`src/rtl/div_ctrl_pkg.sv`:
```
// Shared constants and state encoding for the EX-stage divide controller.
package div_ctrl_pkg;

  localparam int unsigned DIV_WIDTH = 32;
  localparam int unsigned DIV_CNT_W = 6;

  localparam logic [DIV_WIDTH-1:0] DIV_ZERO_QUO = '1;

  typedef enum logic [1:0] {
    DIV_IDLE = 2'd0,
    DIV_BUSY = 2'd1,
    DIV_DONE = 2'd2
  } div_state_e;

endpackage

```
`src/rtl/div_ctrl_step.sv`:
```
// One restoring radix-2 iteration: shift {rem,quo} left, trial-subtract divisor.
import div_ctrl_pkg::*;

module div_step #(
  parameter int unsigned WIDTH = DIV_WIDTH
) (
  input  logic [WIDTH-1:0] rem_i,
  input  logic [WIDTH-1:0] quo_i,
  input  logic [WIDTH-1:0] dvs_i,
  output logic [WIDTH-1:0] rem_o,
  output logic [WIDTH-1:0] quo_o
);

  logic [WIDTH:0] rem_sh;
  logic           nonneg;

  always_comb begin
    rem_sh = {rem_i, quo_i[WIDTH-1]};
    nonneg = (rem_sh >= {1'b0, dvs_i});
    // The true difference is below the divisor, so modulo-2^WIDTH subtraction is exact.
    rem_o  = nonneg ? (rem_sh[WIDTH-1:0] - dvs_i) : rem_sh[WIDTH-1:0];
    quo_o  = {quo_i[WIDTH-2:0], nonneg};
  end

endmodule

```
`src/rtl/div_ctrl.sv`:
```
// Iterative DIV/DIVU sequencer: stalls the pipe while busy, pulses valid_o with HI/LO.
// Optional: define DIV_EARLY_OUT_EN to finish immediately when |dividend| < |divisor|.
import div_ctrl_pkg::*;

module div_ctrl #(
  parameter int unsigned WIDTH = DIV_WIDTH,
  parameter int unsigned CNT_W = DIV_CNT_W
) (
  input  logic             clk,
  input  logic             resetn,
  input  logic             start_i,
  input  logic             signed_i,
  input  logic [WIDTH-1:0] opa_i,
  input  logic [WIDTH-1:0] opb_i,
  input  logic             annul_i,
  output logic             stall_o,
  output logic             valid_o,
  output logic [WIDTH-1:0] lo_o,
  output logic [WIDTH-1:0] hi_o,
  output logic             div0_o
);

  div_state_e       state_q, state_d;
  logic [CNT_W-1:0] cnt_q, cnt_d;
  logic [WIDTH-1:0] rem_q, rem_d;
  logic [WIDTH-1:0] quo_q, quo_d;
  logic [WIDTH-1:0] dvs_q, dvs_d;
  logic             quo_neg_q, quo_neg_d;
  logic             rem_neg_q, rem_neg_d;
  logic [WIDTH-1:0] lo_q, lo_d;
  logic [WIDTH-1:0] hi_q, hi_d;
  logic             div0_q, div0_d;

  logic [WIDTH-1:0] abs_a, abs_b;
  logic [WIDTH-1:0] rem_nx, quo_nx;
  logic [WIDTH-1:0] quo_fin, rem_fin;

  div_step #(.WIDTH(WIDTH)) u_step (
    .rem_i (rem_q),
    .quo_i (quo_q),
    .dvs_i (dvs_q),
    .rem_o (rem_nx),
    .quo_o (quo_nx)
  );

  always_comb begin
    abs_a   = (signed_i && opa_i[WIDTH-1]) ? -opa_i : opa_i;
    abs_b   = (signed_i && opb_i[WIDTH-1]) ? -opb_i : opb_i;
    quo_fin = quo_neg_q ? -quo_nx : quo_nx;
    rem_fin = rem_neg_q ? -rem_nx : rem_nx;
  end

  // Results are registered on entry to DONE so lo_o/hi_o are final while valid_o is high.
  always_comb begin
    state_d   = state_q;
    cnt_d     = cnt_q;
    rem_d     = rem_q;
    quo_d     = quo_q;
    dvs_d     = dvs_q;
    quo_neg_d = quo_neg_q;
    rem_neg_d = rem_neg_q;
    lo_d      = lo_q;
    hi_d      = hi_q;
    div0_d    = div0_q;
    stall_o   = 1'b0;
    valid_o   = 1'b0;

    case (state_q)
      DIV_IDLE: begin
        if (start_i && !annul_i) begin
          stall_o   = 1'b1;
          cnt_d     = '0;
          rem_d     = '0;
          quo_d     = abs_a;
          dvs_d     = abs_b;
          quo_neg_d = signed_i & (opa_i[WIDTH-1] ^ opb_i[WIDTH-1]);
          rem_neg_d = signed_i & opa_i[WIDTH-1];
          if (opb_i == '0) begin
            lo_d    = {WIDTH{DIV_ZERO_QUO[0]}};
            hi_d    = opa_i;
            div0_d  = 1'b1;
            state_d = DIV_DONE;
          end
`ifdef DIV_EARLY_OUT_EN
          else if (abs_a < abs_b) begin
            lo_d    = '0;
            hi_d    = opa_i;
            div0_d  = 1'b0;
            state_d = DIV_DONE;
          end
`endif
          else begin
            state_d = DIV_BUSY;
          end
        end
      end
      DIV_BUSY: begin
        if (annul_i) begin
          state_d = DIV_IDLE;
        end else begin
          stall_o = 1'b1;
          rem_d   = rem_nx;
          quo_d   = quo_nx;
          cnt_d   = cnt_q + CNT_W'(1);
          if (cnt_q == CNT_W'(WIDTH - 1)) begin
            lo_d    = quo_fin;
            hi_d    = rem_fin;
            div0_d  = 1'b0;
            state_d = DIV_DONE;
          end
        end
      end
      DIV_DONE: begin
        valid_o = !annul_i;
        state_d = DIV_IDLE;
      end
      default: state_d = DIV_IDLE;
    endcase
  end

  always_ff @(posedge clk or negedge resetn) begin
    if (!resetn) begin
      state_q   <= DIV_IDLE;
      cnt_q     <= '0;
      rem_q     <= '0;
      quo_q     <= '0;
      dvs_q     <= '0;
      quo_neg_q <= 1'b0;
      rem_neg_q <= 1'b0;
      lo_q      <= '0;
      hi_q      <= '0;
      div0_q    <= 1'b0;
    end else begin
      state_q   <= state_d;
      cnt_q     <= cnt_d;
      rem_q     <= rem_d;
      quo_q     <= quo_d;
      dvs_q     <= dvs_d;
      quo_neg_q <= quo_neg_d;
      rem_neg_q <= rem_neg_d;
      lo_q      <= lo_d;
      hi_q      <= hi_d;
      div0_q    <= div0_d;
    end
  end

  assign lo_o   = lo_q;
  assign hi_o   = hi_q;
  assign div0_o = valid_o & div0_q;

endmodule

```
`config.mk`:
```
export PLATFORM = sky130hd
export DESIGN_NAME = div_ctrl
export DESIGN_NICKNAME = d
export VERILOG_FILES = /design/src/rtl/div_ctrl_pkg.sv /design/src/rtl/div_ctrl_step.sv /design/src/rtl/div_ctrl.sv
export SDC_FILE = /design/constraint.sdc
export NUM_CORES = 1
export LEC_CHECK = 0
export ABC_AREA = 1
export CAP_MARGIN = 20
export CORE_UTILIZATION = 40
export DETAILED_ROUTE_END_ITERATION = 8
export MAX_ROUTING_LAYER = met4
export PLACE_DENSITY = 0.7
export SLEW_MARGIN = 20
export SYNTH_ARGS = -nofsm -noshare
export SYNTH_HDL_FRONTEND = slang
export SYNTH_SLANG_ARGS = --single-unit
```
`constraint.sdc`:
```
create_clock -name clk -period 3.7 [get_ports clk]
set_input_delay 0.74 -clock clk [delete_from_list [all_inputs] [get_ports clk]]
set_output_delay 0.74 -clock clk [all_outputs]
set_load 0.02 [all_outputs]
```
-- After elaboration in Yosys (flattened, before gate mapping)
Index checks and enable logic that the tools add are counted.
- reductions and logical operators: 11
- bitwise operators: 4
- $lt $le $gt $ge: 1
- muxes and demuxes: 38
- eq/ne operators: 8
- $add $sub $neg: 6
- operator list (cell ; number):
    32-bit two-way mux ; 17
    32-bit one-hot mux with 2 select lines ; 4
    32-bit negator ; 4
    33-bit by 32-bit >= comparator with 1-bit output ; 1
    32-bit logical NOT ; 1
    32-bit subtractor ; 1
    6-bit two-way mux ; 2
    6-bit one-hot mux with 2 select lines ; 1
    2-bit two-way mux ; 4
    2-bit != test (second input constant) ; 4
    1-bit two-way mux ; 7
    6-bit by 1-bit adder with 6-bit output (second input constant) ; 1
    6-bit by 5-bit equality test with 1-bit output (second input constant) ; 1
    5-bit AND reduction ; 1
    1-bit one-hot mux with 2 select lines ; 2
    2-bit one-hot mux with 2 select lines ; 1
    2-bit AND reduction ; 2
    1-bit AND ; 3
    1-bit logical AND ; 3
    3-bit != test (second input constant) ; 1
    3-bit AND reduction ; 1
    2-bit by 1-bit equality test with 1-bit output (second input constant) ; 1
    2-bit equality test (second input constant) ; 1
    2-bit logical NOT ; 1
    3 further kinds ; 3
- output and inout port bits: 67
- flip-flop bits (word level): 171
- logic and storage cells: 78
- input port bits: 69

-- Longest topological paths before layout
Gate-level depths: netlist of run 1.
- depth after elaboration: 7
- gate-level depth with buffers: 29
- depth with buffers taken out: 28

-- Cells and area by module
From an unflattened synthesis of run 1, not the netlist that was laid out.
- cells, all modules: 2342
- area, all modules: 14308.7 sq um
- by module, submodules not included (module ; seq. area each (sq um) ; area an instance (sq um) ; instances ; cells each):
    div_ctrl ; 4279.1 ; 10908.0 ; 1 ; 1663
    div_step ; 0.0 ; 3400.8 ; 1 ; 679

-- Worst setup path before layout of run 1
No wires, ideal clock.
- path kind: register to register
- from: register rem_q[1]
- to: register lo_q[30] (netlist: lo_o[30])
- slack: -0.007 ns
- buffers on the path: 1
- required time: 3.581 ns
- arrival: 3.588 ns
- stages on the path, launching flop included: 29
- period minus slack after synthesis: 3.707 ns
- setup time: 0.119 ns
- path through: dfrtp_1 -> ha_1 -> nand2_1 -> nand2_1 -> nand2_1 -> nand2_1 -> nand2_1 -> nand3_1 -> nand2_1 -> nand2_2 -> nand2_4 -> nand2_8 -> inv_4 -> buf_6 -> ha_1 -> inv_1 -> nor3_1 -> nand3_1 -> nor3_2 -> nand2_1 -> nor2_1 -> nand2_1 -> nor3_1 -> nand3_1 -> nand2_1 -> o21ai_0 -> xor2_1 -> o22ai_1 -> inv_1
- longest elaborated chain between the ends: 6
- RTL lines (what ; RTL line ; RTL):
    start, declared ; div_ctrl.sv:25 ; logic [WIDTH-1:0] rem_q, rem_d;
    start signal, assigned ; div_ctrl.sv:136 ; rem_q <= rem_d;
    33-bit by 32-bit >= comparator with 1-bit output ; div_ctrl_step.sv:19 ; nonneg = (rem_sh >= {1'b0, dvs_i});
    32-bit negator ; div_ctrl.sv:49 ; quo_fin = quo_neg_q ? -quo_nx : quo_nx;
    32-bit two-way mux ; div_ctrl.sv:49 ;
    32-bit two-way mux ; div_ctrl.sv:105 ; if (cnt_q == CNT_W'(WIDTH - 1)) begin
    32-bit two-way mux ; div_ctrl.sv:98 ; if (annul_i) begin
    32-bit one-hot mux with 2 select lines ; div_ctrl.sv:68 ; case (state_q)
    end signal, assigned ; div_ctrl.sv:141 ; lo_q <= lo_d;
    end, declared ; div_ctrl.sv:30 ; logic [WIDTH-1:0] lo_q, lo_d;
Every way passes these cells. The select of a mux whose other input is x is not followed.
A chain may end at the register's enable or synchronous reset.

-- Final worst setup path of run 1
- from: register quo_q[31]
- to: register hi_q[28] (netlist: hi_o[28])
- longest elaborated chain between the ends: 7
- elaborated cells on any way between the ends: 8
- those cells by class: 2 x add/sub; 1 x order compare; 5 x mux
- RTL lines (what ; RTL line ; RTL):
    start, declared ; div_ctrl.sv:26 ; logic [WIDTH-1:0] quo_q, quo_d;
    start signal, assigned ; div_ctrl.sv:137 ; quo_q <= quo_d;
    32-bit subtractor / 33-bit by 32-bit >= comparator with 1-bit output (equally long branches) ; div_ctrl_step.sv:21, div_ctrl_step.sv:19 ;
    32-bit two-way mux * ; div_ctrl_step.sv:21 ; rem_o = nonneg ? (rem_sh[WIDTH-1:0] - dvs_i) : rem_sh[WIDTH-1:0];
    32-bit negator ; div_ctrl.sv:50 ; rem_fin = rem_neg_q ? -rem_nx : rem_nx;
    32-bit two-way mux * ; div_ctrl.sv:50 ;
    32-bit two-way mux * ; div_ctrl.sv:105 ;
    32-bit two-way mux * ; div_ctrl.sv:98 ;
    32-bit one-hot mux with 2 select lines * ; div_ctrl.sv:68 ;
    end signal, assigned ; div_ctrl.sv:142 ; hi_q <= hi_d;
    end, declared ; div_ctrl.sv:31 ; logic [WIDTH-1:0] hi_q, hi_d;
Mark *: on every way between the ends. The rest lies on a longest branch, timed or not. The select of a mux whose other input is x is not followed.

==> results.txt, run 1 <==
The flow ran to the end, and the final reports show no timing, DRC or antenna violations. The filler cell count in the final layout is 3114. The maximum level of the CTS H-tree came out at 4. The final worst hold slack came out at 0.3125 ns. The horizontal extent of the die came out at about 180 um. The share of async-settable or async-resettable flops after synthesis came out at 100.0%. After synthesis, the largest area contributor takes up 32.48% of total cell area.

The slack of the worst reg-to-reg path is around 0.21 ns. The relative slew slack came out at 44.78%. The arrival time at the worst endpoint came out at 3.83 ns. Summed over all layers, the global routing overflow is 0. The cell-internal power is between 8 and 9 mW. The time the worst path needs with I/O delays and setup is 3.491 ns. The net switching power figure is 8.079 mW. The post-DP HPWL is about 34 mm. The number of diodes added for antenna fixing is 0. STA classifies the critical path endpoint as a register. The number of antenna violations at the first check in global routing is 0. The floorplan row count is 66. The clock passes through at most 2 buffers.

The vias per cell came out at between 5 and 6. The number of global-route vias before repair is 13349. The total via count after detailed routing came out at 14280.

The leakage dissipation came out at 8.380 nW. The number of sinks driven by the clock tree is 171. The total instance count after detailed placement is 2676. The part of the total power dissipated in the clock network came out at 11.6%. The per-cell routed wire length came out at between 15 and 20 um. Sorting the synthesized cells by area gives the leading types as sky130_fd_sc_hd__dfrtp_1 32%, sky130_fd_sc_hd__nand2_1 16%, sky130_fd_sc_hd__inv_1 7.4%. The count of buffers added on input and output ports is approximately 140.

Cells fill between 50 and 60% of the core in the end. The largest total area in the synthesized netlist belongs to sky130_fd_sc_hd__dfrtp_1. The cell count after synthesis is roughly 2000. The sequential share of power came out at 20.7%. The die extent in y is 183.5 um. The master cell of the clock root buffer is sky130_fd_sc_hd__clkbuf_16. For this run, the number of standard cells in the final layout without fillers is 2716. Counting both buffers and inverters, the worst setup path holds a total of 4. The fraction of final layout cells with drive strength greater than 1 came out at 17.06%. The startpoint class of the critical path is a register. The combinational fraction of design power came out at 67.6%. The first-pass GRT wire length came out at 71.43 mm. The largest vdd supply drop came out at 489.4 uV.

Setup repair after global routing could not meet its margin everywhere. By instance count, the cell type seen most on the critical path is sky130_fd_sc_hd__nand2_1. Setup violations remaining at the end of the flow were counted as 0.

After the first detailed-routing iteration, the DRC count stood at ~1400. The clock network latency to the later pin of the worst-skew pair is between 0.4 and 0.5 ns. The post-synthesis area per instance is 6.584 um^2.

The maximum fanout encountered on the critical timing path came out at 4. The count of flip-flops with a built-in enable after synthesis came out at 0. For this run, the total global-route usage over all layers was measured as 27.83%. The maximum number of pins on one net before global-route repair is 86. The final count of hold timing violations came out at 0. The count of hold-fix buffers inserted at cts is 0.

In this run the count of I/O pins placed on the die edge is 136. The number of register bits inferred by synthesis came out at approximately 170. By startpoint and endpoint, the worst setup path is classified as reg2reg. The delay of the slowest critical-path stage is 0.39 ns. Power spread over the standard cell area amounts to between 900 and 1000 nW/um^2. The final count of pins violating max slew is 0. On the critical path, the stage with the largest delay is an instance of sky130_fd_sc_hd__dfrtp_1. The actual slew at the worst max-slew pin is roughly 0.82 ns. The clock transition at the registers of the reported paths is 0.07 ns. On the critical path the largest part of the delay comes from simple AND/OR/NAND/NOR gates. The total power came out at 16.10 mW. The first detailed-routing pass ran for 7 iterations. The fmax came out at 286.4 MHz. The residual DRC count came out at 0. TritonCTS built the clock tree. The main flop type after synthesis is sky130_fd_sc_hd__dfrtp_1. The post-synth design cell area came out at about 13000 um^2. Summing the sequential cell areas from Yosys gives 32.48% of the chip area.

The initial standard-cell utilization of the core came out at 40.59%. The tool flagged a number of max-cap violations equal to 0. The layout overhead on the synthesized area is 31.38%.

The net switching fraction of the power came out at 50.18%. Between clock sinks in the finished design, the worst skew comes to 0.01406 ns. At the worst endpoint, the required time is 4.04 ns. Walking the worst path, the cells encountered are inv_2 -> ha_1 -> inv_1 -> buf_4 -> fa_1 -> nand3_1 -> nand3_2 -> nand2_1 -> nand2_1 -> nand2_1 -> nand2_2 -> xor2_1 -> nand2_1 -> nand2_1 -> nor2_2 -> nand2_1 -> inv_2 -> nand4_1 -> nand2_1 -> nand2_1 -> nand2_1 -> nand3_1 -> nand2_1 -> nand2_1. The total length of routed wires came out at 44.62 mm.

The global placer's final weighted congestion came out at approximately 0.96. The worst hold path belongs to the class in2async. The number of nets in the final layout is 2368. The total clock buffers created by CTS is 17. The floorplan die area is 33660 um^2. The core area came out at 32450 um^2. The synthesized net count came out at about 2100. The area of all placed cells without fillers is roughly 17000 um^2. The count of nets left with antenna violations after detail routing is 0.

Summing all placed instances gives a cell area of between 15000 and 20000 um^2. The number of warnings printed during yosys synthesis is 0. The number of library cell types mapped by synthesis came out at 59. The final critical-path share of the clock period came out at 94.36%.
stage by stage:
stage / setup TNS, ns / setup slack [ns]
floorplan: 0 / 0.07449
global placement: -5.716 / -0.2054
detailed placement: -8.713 / -0.2607
CTS: -0.06088 / -0.03061
global route: -0.03746 / -0.02266
finish: 0 / 0.2088
power groups by stage:
stage / Sequential, mW / Combinational [mW] / Clock [mW]
after floorplan: 3.51 / 5.88 / 0
after CTS: 3.32 / 10.5 / 1.88
after global placement: 3.26 / 9.97 / 0
after detailed placement: 3.28 / 10.1 / 0
after global routing: 3.42 / 12.0 / 1.96
final: 3.34 / 10.9 / 1.87
cell type report:
type | instances | area [um^2] | area share [%]
well taps | 442 | 553.0 | 3.195
clock inverters | 14 | 151.4 | 0.8747
clock buffers | 18 | 439.2 | 2.537
multi-input cells | 1487 | 8083 | 46.70
flip-flops and latches | 171 | 4284 | 24.75
repair buffers | 308 | 2749 | 15.88
inverters | 276 | 1049 | 6.058
synth_stat cells, types with 7 or more instances:
| library cell | n |
|---|---|
| sky130_fd_sc_hd__a21oi_1 | 82 |
| sky130_fd_sc_hd__a31oi_1 | 20 |
| sky130_fd_sc_hd__buf_1 | 7 |
| sky130_fd_sc_hd__buf_2 | 11 |
| sky130_fd_sc_hd__buf_4 | 7 |
| sky130_fd_sc_hd__clkbuf_1 | 35 |
| sky130_fd_sc_hd__dfrtp_1 | 171 |
| sky130_fd_sc_hd__ha_1 | 37 |
| sky130_fd_sc_hd__inv_1 | 258 |
| sky130_fd_sc_hd__inv_2 | 15 |
| sky130_fd_sc_hd__nand2_1 | 570 |
| sky130_fd_sc_hd__nand2_2 | 23 |
| sky130_fd_sc_hd__nand3_1 | 142 |
| sky130_fd_sc_hd__nand3b_1 | 10 |
| sky130_fd_sc_hd__nand4_1 | 20 |
| sky130_fd_sc_hd__nor2_1 | 211 |
| sky130_fd_sc_hd__nor2_2 | 14 |
| sky130_fd_sc_hd__nor3_1 | 48 |
| sky130_fd_sc_hd__o211ai_1 | 17 |
| sky130_fd_sc_hd__o21ai_0 | 117 |
| sky130_fd_sc_hd__o21ai_1 | 11 |
| sky130_fd_sc_hd__o21bai_1 | 8 |
| sky130_fd_sc_hd__o22ai_1 | 25 |
| sky130_fd_sc_hd__or2_2 | 10 |
| sky130_fd_sc_hd__xnor2_1 | 15 |
| sky130_fd_sc_hd__xor2_1 | 45 |
path summary, 6_finish.rpt:
check / to / depth (start not counted) / startpoint
max: hi_o[28] / 24 / quo_q[31]
min: lo_o[10] / 1 / resetn
max reg2reg: hi_o[28] / 24 / quo_q[31]
min reg2reg: cnt_q[5] / 1 / cnt_q[5]
max in group asynchronous: rem_q[17] / 2 / resetn
min in group clk: cnt_q[5] / 1 / cnt_q[5]
logic make-up after synthesis:
logic type	synth area share [%]
compound gates	13.88
xor+xnor	3.989
flops	32.48
fa+ha+maj	3.666
buf+inv	10.57
simple gates	35.42
sequential cells by signal, summed over array words and instances, names as in the netlist:
register and count:
lo_o 32, rem_q 32, dvs_q 32, hi_o 32, state_q 2, div0_q 1, rem_neg_q 1, quo_q 32
cnt_q 6, quo_neg_q 1
worst register-to-register path, cell delays in order (launching register included):
cell                      delay (ns)
sky130_fd_sc_hd__dfrtp_1        0.39
sky130_fd_sc_hd__inv_2          0.09
sky130_fd_sc_hd__ha_1           0.15
sky130_fd_sc_hd__inv_1          0.06
sky130_fd_sc_hd__buf_4          0.14
sky130_fd_sc_hd__fa_1           0.39
sky130_fd_sc_hd__nand3_1        0.12
sky130_fd_sc_hd__nand3_2        0.12
sky130_fd_sc_hd__nand2_1        0.09
sky130_fd_sc_hd__nand2_1        0.13
sky130_fd_sc_hd__nand2_1        0.11
sky130_fd_sc_hd__nand2_2        0.10
sky130_fd_sc_hd__xor2_1         0.19
sky130_fd_sc_hd__nand2_1        0.09
sky130_fd_sc_hd__nand2_1        0.14
sky130_fd_sc_hd__nor2_2         0.20
sky130_fd_sc_hd__nand2_1        0.11
sky130_fd_sc_hd__inv_2          0.11
sky130_fd_sc_hd__nand4_1        0.12
sky130_fd_sc_hd__nand2_1        0.17
sky130_fd_sc_hd__nand2_1        0.07
sky130_fd_sc_hd__nand2_1        0.06
sky130_fd_sc_hd__nand3_1        0.09
sky130_fd_sc_hd__nand2_1        0.09
sky130_fd_sc_hd__nand2_1        0.05
layout by cell type (no fill, tap or decap), types with 17 or more instances in the layout:
master,instances
sky130_fd_sc_hd__nor3_1,45
sky130_fd_sc_hd__inv_2,34
sky130_fd_sc_hd__nand3_1,138
sky130_fd_sc_hd__inv_1,239
sky130_fd_sc_hd__clkbuf_16,17
sky130_fd_sc_hd__nand4_1,20
sky130_fd_sc_hd__dfrtp_1,167
sky130_fd_sc_hd__o21ai_0,114
sky130_fd_sc_hd__nand2_1,551
sky130_fd_sc_hd__nand2_2,41
sky130_fd_sc_hd__buf_4,163
sky130_fd_sc_hd__a21oi_1,78
sky130_fd_sc_hd__nor2_1,205
sky130_fd_sc_hd__clkdlybuf4s50_1,134
sky130_fd_sc_hd__o211ai_1,17
sky130_fd_sc_hd__a31oi_1,20
sky130_fd_sc_hd__ha_4,30
sky130_fd_sc_hd__xor2_1,45
sky130_fd_sc_hd__o22ai_1,25
layer usage:
metal  up-vias  routed length [um]  global-route usage [%]
met5         -                   0                       -
met3        84                2589                   3.110
met4         0                1132                   8.367
li1       6993                   -                       -
met2       474               20300                   43.18
met1      6729               20600                   38.06
timing repair:
action                     CTS  global route
hold endpoints to repair     0             0
buffers inserted             3             5
pin swaps                   16            18
setup endpoints to repair    9            47
resized for setup           57            55
No activity file was read; power rests on OpenSTA's default activity.
==> inputs of run 2 (changes only) <==
- RECOVER_POWER: unset -> 50
==> results.txt, run 2 (synthesis gave the netlist of run 1 again) <==
Commonest non-fill, non-tap cells in the layout: 551 x sky130_fd_sc_hd__nand2_1, 239 x sky130_fd_sc_hd__inv_1, 206 x sky130_fd_sc_hd__nor2_1, 167 x sky130_fd_sc_hd__dfrtp_1, 161 x sky130_fd_sc_hd__buf_4 (was 551 x sky130_fd_sc_hd__nand2_1, 239 x sky130_fd_sc_hd__inv_1, 205 x sky130_fd_sc_hd__nor2_1, 167 x sky130_fd_sc_hd__dfrtp_1, 163 x sky130_fd_sc_hd__buf_4). The core area came out at 32450 um^2 (unchanged). The required arrival time at the worst endpoint came out at 4.04 ns (about the same). The final worst hold slack is 0.4827 ns (was 0.3125 ns). Worst-path cell chain: inv_2 -> ha_1 -> inv_1 -> buf_4 -> fa_1 -> nand3_1 -> nand3_2 -> nand2_1 -> nand2_1 -> nand2_1 -> nand2_2 -> xor2_1 -> nand2_1 -> nand2_1 -> nor2_2 -> nand2_1 -> inv_2 -> nand4_1 -> nand2_1 -> nand2_1 -> nand2_1 -> nand3_1 -> nand2_1 -> nand2_1 (unchanged). The worst hold path begins at lo_o[7]. The final critical-path share of the clock period came out at 93.78% (was 94.36%). The final design utilization came out at 53.17% (was 53.33%). The net switching fraction of the power is 50.28% (was 50.18%). The setup violation total in the final timing report is 0 (unchanged).

The category of the critical setup timing path is reg2reg (unchanged). The count of buffering cells on the critical path with inverters included is 4 (unchanged). The global placer's final weighted congestion was 0.9583 (unchanged). The initial standard-cell utilization of the core came out at 40.59% (unchanged). The number of nets in the final layout came out at 2368 (unchanged). The per-cell routed wire length is 16.41 um (was 16.43 um). The count of boundary I/O pins came out at 136 (unchanged). The largest vdd supply drop is 494.9 uV (was 489.4 uV). The cell-internal power came to 7.972 mW (was 8.022 mW).

The fraction of final layout cells with drive strength greater than 1 is 16.97% (was 17.06%). The cell class contributing the biggest share of worst-path delay is simple AND/OR/NAND/NOR gates (unchanged). The slack of the worst reg-to-reg path came to 0.23 ns (was 0.21 ns).

The vias per cell was 5.257 (was 5.258). The floorplan row count came out at 66 (unchanged). The count of nets left with antenna violations after detail routing is 0 (unchanged). The source of the worst register-to-register timing path was quo_q[31] (unchanged). The part of the total power dissipated in the clock network came out at 11.6% (about the same). The DRC marker count from the first detailed-route iteration came out at 1335 (was 1388).

The logic depth of the worst register-to-register path is 24 (unchanged). The total clock buffers created by CTS came to 17 (unchanged). The number of global-route vias before repair was 13349 (unchanged). The sequential share of power came out at 20.8% (was 20.7%). The master cell of the clock root buffer is sky130_fd_sc_hd__clkbuf_16 (unchanged). The floorplan die area came out at 33660 um^2 (unchanged). The delay of the slowest critical-path stage came out at 0.39 ns (about the same).

The total length of routed wires is 44.58 mm (was 44.62 mm). Result of the run: complete, but fails checks (was complete, no violations). The first-pass GRT wire length is 71.43 mm (unchanged).

The destination of the worst hold path is lo_o[7]. The count of hold-fix buffers inserted at cts came out at 0 (unchanged). The net switching power figure is 8.061 mW (was 8.079 mW). The post-DP HPWL is 34.09 mm (unchanged).

The number of buffers on the longest clock path came out at 2 (unchanged). The met3 usage in global routing came out at 3.110% (unchanged). The total via count after detailed routing is 14279 (was 14280).

The most common cell type on the critical path is sky130_fd_sc_hd__nand2_1 (unchanged). The maximum fanout encountered on the critical timing path came out at 4 (unchanged). The endpoint type of the worst setup path is a register (unchanged). The clock tree from TritonCTS is built (unchanged). The checks that failed: max-capacitance violations, max-slew violations. The number of search-and-repair iterations in the first detailed-routing pass is 5 (was 7). The total power density per cell area is 929.3 nW/um^2 (was 930.3 nW/um^2).

The horizontal extent of the die is 183.5 um (unchanged). The capturing point of the worst reg2reg path is hi_o[28] (unchanged). The cell at the slowest stage of the critical path was sky130_fd_sc_hd__dfrtp_1 (unchanged). The number of antenna violations at the first check in global routing was 0 (unchanged).

The fmax is 288.2 MHz (was 286.4 MHz). The final count of hold timing violations came out at 0 (unchanged). The worst hold path was traced through 2 stages. The die extent in y is 183.5 um (unchanged). The clock network latency to the later pin of the worst-skew pair is 0.46 ns (about the same). The most common library cell in the layout ignoring fill and taps is sky130_fd_sc_hd__nand2_1 (unchanged). The post-detailed-placement cell area came out at 16060 um^2 (unchanged). The aggregate global routing overflow is 0 (unchanged). The residual DRC count is 0 (unchanged). The number of max-cap violations is 1 (was 0).

The maximum number of pins on one net before global-route repair came to 86 (unchanged). The count of port buffers added during placement came out at 135 (unchanged). The leakage dissipation is 8.345 nW (was 8.380 nW). Setup repair after global routing missed its margin: true (unchanged). The arrival time at the worst endpoint is 3.81 ns (was 3.83 ns). The time the worst path needs with I/O delays and setup is 3.470 ns (was 3.491 ns). The met2 global-route usage is 43.18% (unchanged). The number of sinks driven by the clock tree is 171 (unchanged).

The filler cell count in the final layout came out at 3119 (was 3114). The startpoint class of the critical path is a register (unchanged). The number of diodes added for antenna fixing came to 0 (unchanged).

The met1 track utilization from global routing came out at 38.06% (unchanged). The relative slew slack is -36.57% (was 44.78%). The clock transition at the registers of the reported paths came out at 0.07 ns (about the same).

The final count of pins violating max slew is 77 (was 0). The class of the most critical hold timing path is reg2reg (was in2async). The actual slew at the worst max-slew pin came out at 2.049 ns (was 0.8232 ns). The combinational fraction of design power came out at 67.6% (about the same). The area of all placed cells without fillers came to 17250 um^2 (was 17310 um^2). The maximum clock skew at final layout was 0.01482 ns (was 0.01406 ns). The layout overhead on the synthesized area is 30.97% (was 31.38%). The most crowded layer after global routing is met2 (unchanged).

The maximum level of the CTS H-tree came out at 4 (unchanged). The total routing resource utilization after global routing is 27.83% (unchanged).
[run 2: cell count changes in the layout (fill, tap and decap cells not counted), sizes merged]
cell | previous run | this run
clkbuf | 18 | 23
dlygate4sd3 | 0 | 24
clkdlybuf4s50 | 134 | 110
buf | 174 | 169
[run 2: per-layer routing]
| metal | up-vias | routed length, um | share of wire [%] |
|---|---|---|---|
| met4 | 0 | 1081 | 2.4 |
| met2 | 501 | 20340 | 46 |
| met1 | 6706 | 20400 | 46 |
| met3 | 84 | 2749 | 6.2 |
| met5 | - | 0 | 0 |
| li1 | 6988 | - | - |
[run 2: how the worst max path moves through the flow]
stage | start | endpoint | slack, ns | cells after the start
after floorplan | rem_q[1] | lo_o[30] | 0.07 | 28
after global placement | opb_i[0] | hi_o[15] | -0.21 | 18
after detailed placement | opb_i[0] | hi_o[15] | -0.26 | 18
after CTS | rem_q[27] | lo_o[26] | -0.03 | 25
after global routing | opb_i[0] | hi_o[15] | -0.02 | 18
final | quo_q[31] | hi_o[28] | 0.23 | 24
[run 2: cell type report]
type                            instances  area [um^2]  share of cell area [%]
Clock buffer                           18        439.2                   2.545
Clock inverter                         14        151.4                  0.8774
Inverter                              276         1049                   6.077
Multi-Input combinational cell       1487         8070                   46.77
Sequential cell                       171         4284                   24.83
Tap cell                              442        553.0                   3.205
Timing Repair Buffer                  308         2708                   15.69
[run 2: stage by stage]
step           setup TNS (ns)  power [mW]  instances  setup WS, ns
5_1_grt              -0.03746       17.32       2716      -0.02266
4_1_cts              -0.06088       15.67       2711      -0.03061
2_1_floorplan               0       9.394       2001       0.07449
6_report                    0       16.03       2716        0.2303
3_3_place_gp           -5.716       13.23       2676       -0.2054
3_5_place_dp           -8.713       13.34       2676       -0.2607
[run 2: power by group through the flow]
stage / combinational (mW) / sequential (mW) / clock [mW]
finish: 10.8 / 3.33 / 1.87
global route: 11.9 / 3.41 / 1.96
CTS: 10.5 / 3.32 / 1.88
detailed placement: 10.1 / 3.28 / 0
global placement: 9.97 / 3.26 / 0
floorplan: 5.88 / 3.51 / 0
[run 2: repair_timing]
action	in CTS	in global routing
endpoints found under the setup margin	9	47
setup buffers	3	5
resized for setup	57	55
pin swaps	16	18
hold endpoints to repair	0	0
[run 2: worst register-to-register path: stages (launching register included)]
cell	delay, ns
sky130_fd_sc_hd__dfrtp_1	0.39
sky130_fd_sc_hd__inv_2	0.09
sky130_fd_sc_hd__ha_1	0.15
sky130_fd_sc_hd__inv_1	0.06
sky130_fd_sc_hd__buf_4	0.14
sky130_fd_sc_hd__fa_1	0.39
sky130_fd_sc_hd__nand3_1	0.12
sky130_fd_sc_hd__nand3_2	0.12
sky130_fd_sc_hd__nand2_1	0.09
sky130_fd_sc_hd__nand2_1	0.13
sky130_fd_sc_hd__nand2_1	0.11
sky130_fd_sc_hd__nand2_2	0.10
sky130_fd_sc_hd__xor2_1	0.19
sky130_fd_sc_hd__nand2_1	0.09
sky130_fd_sc_hd__nand2_1	0.14
sky130_fd_sc_hd__nor2_2	0.20
sky130_fd_sc_hd__nand2_1	0.10
sky130_fd_sc_hd__inv_2	0.11
sky130_fd_sc_hd__nand4_1	0.12
sky130_fd_sc_hd__nand2_1	0.17
sky130_fd_sc_hd__nand2_1	0.07
sky130_fd_sc_hd__nand2_1	0.06
sky130_fd_sc_hd__nand3_1	0.09
sky130_fd_sc_hd__nand2_1	0.09
sky130_fd_sc_hd__nand2_1	0.05
==> inputs of run 3 (changes only) <==
- CORE_ASPECT_RATIO: unset -> 0.8
- HOLD_SLACK_MARGIN: unset -> 0.02
- PLACE_DENSITY: 0.7 -> 0.69
- SYNTH_HIERARCHICAL: unset -> 1
==> results.txt, run 3 <==
The total via count after detailed routing came to 15763 (was 14279). The post-DP HPWL came to 40.94 mm (was 34.09 mm). The share of Yosys cell area claimed by the top area cell type is 29.91% (was 32.48%).

The filler cell count in the final layout came to 3710 (was 3119). The relative slew slack came to -34.16% (was -36.57%). The clock transition at the registers of the reported paths is 0.07 ns (about the same).

The cell at the slowest stage of the critical path was sky130_fd_sc_hd__dfrtp_1 (unchanged). The post-detailed-placement cell area was 16230 um^2 (was 16060 um^2). The class of the most critical hold timing path is reg2reg (unchanged). The fraction of final layout cells with drive strength greater than 1 came to 6.877% (was 16.97%). The total clock buffers created by CTS was 17 (unchanged). The critical path depth came out at 23 (was 24).

The most common cell type on the critical path was sky130_fd_sc_hd__nand2_1 (unchanged). The count of hold-fix buffers inserted at cts came out at 0 (unchanged). The post-synth design cell area was 14310 um^2 (was 13170 um^2). The cell class contributing the biggest share of worst-path delay is simple AND/OR/NAND/NOR gates (unchanged).

Largest cells by area after synthesis: sky130_fd_sc_hd__dfrtp_1 30%, sky130_fd_sc_hd__nand2_1 20%, sky130_fd_sc_hd__inv_1 8.3% (was sky130_fd_sc_hd__dfrtp_1 32%, sky130_fd_sc_hd__nand2_1 16%, sky130_fd_sc_hd__inv_1 7.4%). The first element of the critical path was dvs_q[27] (was quo_q[31]). The residual DRC count came to 0 (unchanged). The category of the critical setup timing path is reg2reg (unchanged). The vias per cell came out at 5.352 (was 5.257). The required arrival time at the worst endpoint came out at 4.04 ns (about the same). The maximum number of pins on one net before global-route repair is 80 (was 86). The total power density per cell area came out at 1104 nW/um^2 (was 929.3 nW/um^2).

The maximum level of the CTS H-tree came out at 4 (unchanged). The number of max-cap violations came out at 1 (unchanged). The final worst hold slack is 0.4744 ns (was 0.4827 ns). The slack of the worst reg-to-reg path came to 0.19 ns (was 0.23 ns). The DRC marker count from the first detailed-route iteration came out at 1849 (was 1335).

The core area is 34960 um^2 (was 32450 um^2). The final count of pins violating max slew was 71 (was 77). The horizontal extent of the die is 213.5 um (was 183.5 um). The aggregate global routing overflow came out at 0 (unchanged). The total instance count after detailed placement is 2913 (was 2676). The endpoint of the worst setup timing path is hi_o[21] (was hi_o[28]). The final design utilization came to 48.36% (was 53.17%). The number of nets in the final layout is 2569 (was 2368).

The leakage dissipation is 8.531 nW (was 8.345 nW). The die extent in y came to 171.2 um (was 183.5 um). The initial standard-cell utilization of the core came out at 40.93% (was 40.59%). The number of search-and-repair iterations in the first detailed-routing pass is 6 (was 5).

The cell count after synthesis came out at 2342 (was 2001). The number of antenna violations at the first check in global routing is 2 (was 0). The floorplan die area is 36540 um^2 (was 33660 um^2).

The fmax came out at 284.6 MHz (was 288.2 MHz). The delay of the slowest critical-path stage is 0.36 ns (was 0.39 ns). The synthesized net count came to 2449 (was 2108). The startpoint class of the critical path is a register (unchanged). Most frequent cells after synthesis: 754 x sky130_fd_sc_hd__nand2_1, 318 x sky130_fd_sc_hd__inv_1, 315 x sky130_fd_sc_hd__nor2_1 (was 570 x sky130_fd_sc_hd__nand2_1, 258 x sky130_fd_sc_hd__inv_1, 211 x sky130_fd_sc_hd__nor2_1). The count of nets left with antenna violations after detail routing came out at 0 (unchanged). The count of flip-flops with a built-in enable after synthesis was 0 (unchanged). The count of buffering cells on the critical path with inverters included came to 5 (was 4). Worst-path cell chain: inv_1 -> ha_1 -> nand2_2 -> inv_1 -> nand2_1 -> nand2_1 -> a21oi_1 -> buf_4 -> nand2_1 -> nor2_4 -> nand2_8 -> buf_4 -> nand3_2 -> nand2_1 -> nor2_1 -> nand2_1 -> o21ai_0 -> buf_4 -> nand2_1 -> nand2_1 -> nand3_1 -> nor2_1 -> nor2_1 (was inv_2 -> ha_1 -> inv_1 -> buf_4 -> fa_1 -> nand3_1 -> nand3_2 -> nand2_1 -> nand2_1 -> nand2_1 -> nand2_2 -> xor2_1 -> nand2_1 -> nand2_1 -> nor2_2 -> nand2_1 -> inv_2 -> nand4_1 -> nand2_1 -> nand2_1 -> nand2_1 -> nand3_1 -> nand2_1 -> nand2_1). The cell taking the most area after synthesis is sky130_fd_sc_hd__dfrtp_1 (unchanged). Violations in the final reports: max-capacitance violations, max-slew violations (unchanged). The master cell of the clock root buffer is sky130_fd_sc_hd__clkbuf_16 (unchanged). The total routing resource utilization after global routing came to 29.90% (was 27.83%). The number of sinks driven by the clock tree came out at 171 (unchanged). Commonest non-fill, non-tap cells in the layout: 747 x sky130_fd_sc_hd__nand2_1, 318 x sky130_fd_sc_hd__inv_1, 310 x sky130_fd_sc_hd__nor2_1, 220 x sky130_fd_sc_hd__nand3_1, 170 x sky130_fd_sc_hd__dfrtp_1 (was 551 x sky130_fd_sc_hd__nand2_1, 239 x sky130_fd_sc_hd__inv_1, 206 x sky130_fd_sc_hd__nor2_1, 167 x sky130_fd_sc_hd__dfrtp_1, 161 x sky130_fd_sc_hd__buf_4).

The source of the worst register-to-register timing path is dvs_q[27] (was quo_q[31]). The clock tree from TritonCTS was built (unchanged). The total length of routed wires is 52.17 mm (was 44.58 mm).

The number of warnings printed during yosys synthesis came out at 6 (was 0). The time the worst path needs with I/O delays and setup came out at 3.513 ns (was 3.470 ns). The main flop type after synthesis is sky130_fd_sc_hd__dfrtp_1 (unchanged).

The count of boundary I/O pins came to 136 (unchanged). The final critical-path share of the clock period came out at 94.95% (was 93.78%). The setup violation total in the final timing report came out at 0 (unchanged). The floorplan row count was 61 (was 66). The share of async-settable or async-resettable flops after synthesis is 100.0% (unchanged). The maximum fanout encountered on the critical timing path came out at 22 (was 4). The cell with the most instances after synthesis is sky130_fd_sc_hd__nand2_1 (unchanged). The logic depth of the worst register-to-register path came to 23 (was 24).

The maximum clock skew at final layout was 0.01102 ns (was 0.01482 ns). The number of standard cells in the final layout excluding fillers is 2945 (was 2716). The register area share after synthesis came to 29.91% (was 32.48%).

The actual slew at the worst max-slew pin is 2.012 ns (was 2.049 ns). The largest vdd supply drop is 471.2 uV (was 494.9 uV). The most common library cell in the layout ignoring fill and taps is sky130_fd_sc_hd__nand2_1 (unchanged). The capturing point of the worst reg2reg path was hi_o[21] (was hi_o[28]).

The number of global-route vias before repair came out at 14280 (was 13349). The post-synthesis area per instance is 6.110 um^2 (was 6.584 um^2). The number of buffers on the longest clock path is 2 (unchanged).

The area of all placed cells without fillers was 16910 um^2 (was 17250 um^2). The layout overhead on the synthesized area came out at 18.15% (was 30.97%). The first-pass GRT wire length is 80.83 mm (was 71.43 mm). The global placer's final weighted congestion came to 1.077 (was 0.9583). The per-cell routed wire length came out at 17.72 um (was 16.41 um). Result of the run: complete, but fails checks (unchanged). The final count of hold timing violations came to 0 (unchanged). The endpoint type of the worst setup path is a register (unchanged). The clock network latency to the later pin of the worst-skew pair came out at 0.45 ns (was 0.46 ns). The setup TNS was 0 ns (unchanged). The arrival time at the worst endpoint came out at 3.85 ns (was 3.81 ns). The count of port buffers added during placement is 135 (unchanged). The number of library cell types mapped by synthesis came out at 47 (was 59). The number of register bits inferred by synthesis is 171 (unchanged).
[run 3: cell count changes in the layout (fill, tap and decap cells not counted), sizes merged, moves of 27 or more]
| cell | previous run | this run |
|---|---|---|
| nand2 | 599 | 761 |
| buf | 169 | 69 |
| nor2 | 229 | 324 |
| nand3 | 145 | 233 |
| inv | 284 | 323 |
| nor3 | 52 | 25 |
[run 3: per-stage QoR]
stage / power [mW] / worst slack (ns)
final: 18.66 / 0.1868
after global routing: 20.19 / -0.01741
after CTS: 18.20 / 0.1455
after detailed placement: 16.18 / 0.1559
after global placement: 16.12 / 0.1317
after floorplan: 11.77 / 0.8590
[run 3: what timing repair did]
action,4_1_cts,5_1_grt
setup buffers,0,2
endpoints found under the setup margin,0,29
hold endpoints to repair,0,0
resized for setup,0,30
[run 3: area by class of cell]
| type | count | area [um^2] | area share (%) |
|---|---|---|---|
| multi-input combinational | 1739 | 8288 | 49.02 |
| tap | 472 | 590.6 | 3.493 |
| clock buffer | 22 | 464.2 | 2.746 |
| sequential | 171 | 4280 | 25.32 |
| antenna | 1 | 2.502 | 0.01480 |
| inverter | 323 | 1212 | 7.171 |
| clock inverter | 7 | 141.4 | 0.8363 |
| timing repair buffer | 210 | 1927 | 11.40 |
[run 3: worst min-delay path by stage]
stage	depth (start not counted)	slack [ns]	startpoint	endpoint
after CTS	1	0.35	resetn	hi_o[6]
after global placement	2	0.46	hi_o[6]	hi_o[6]
after detailed placement	2	0.47	hi_o[5]	hi_o[5]
after floorplan	0	0.44	resetn	cnt_q[0]
final	2	0.47	hi_o[12]	hi_o[12]
after global routing	2	0.51	dvs_q[10]	dvs_q[10]
[run 3: cell families (layout without fill, tap and decap cells)]
family | Yosys count | count (layout) | share of synthesized area, %
buf+inv | 432 | 562 | 12.81
simple gates | 1434 | 1434 | 42.70
fa+ha+maj | 38 | 38 | 3.375
compound gates | 231 | 231 | 9.007
other cells | 0 | 1 | 0
flops | 171 | 171 | 29.91
xor+xnor | 36 | 36 | 2.204
[run 3: layer usage]
| layer | global-route usage (%) | part of all wire, % |
|---|---|---|
| met5 | - | 0 |
| met4 | 6.025 | 1.2 |
| met3 | 4.644 | 9.2 |
| met2 | 41.39 | 41 |
| met1 | 45.15 | 49 |
[run 3: power breakdown]
part / total, mW / switching [mW] / internal [mW] / leakage (nW)
clock: 1.94 / 0.784 / 1.16 / 0.292
sequential: 3.42 / 0.800 / 2.62 / 2.02
combinational: 13.3 / 8.72 / 4.58 / 6.22
[run 3: worst register-to-register path, cell delays in order (launching register included)]
cell	delay, ns
sky130_fd_sc_hd__dfrtp_1	0.36
sky130_fd_sc_hd__inv_1	0.06
sky130_fd_sc_hd__ha_1	0.35
sky130_fd_sc_hd__nand2_2	0.15
sky130_fd_sc_hd__inv_1	0.05
sky130_fd_sc_hd__nand2_1	0.06
sky130_fd_sc_hd__nand2_1	0.07
sky130_fd_sc_hd__a21oi_1	0.14
sky130_fd_sc_hd__buf_4	0.15
sky130_fd_sc_hd__nand2_1	0.09
sky130_fd_sc_hd__nor2_4	0.22
sky130_fd_sc_hd__nand2_8	0.15
sky130_fd_sc_hd__buf_4	0.23
sky130_fd_sc_hd__nand3_2	0.07
sky130_fd_sc_hd__nand2_1	0.10
sky130_fd_sc_hd__nor2_1	0.19
sky130_fd_sc_hd__nand2_1	0.10
sky130_fd_sc_hd__o21ai_0	0.20
sky130_fd_sc_hd__buf_4	0.17
sky130_fd_sc_hd__nand2_1	0.06
sky130_fd_sc_hd__nand2_1	0.06
sky130_fd_sc_hd__nand3_1	0.19
sky130_fd_sc_hd__nor2_1	0.15
sky130_fd_sc_hd__nor2_1	0.05
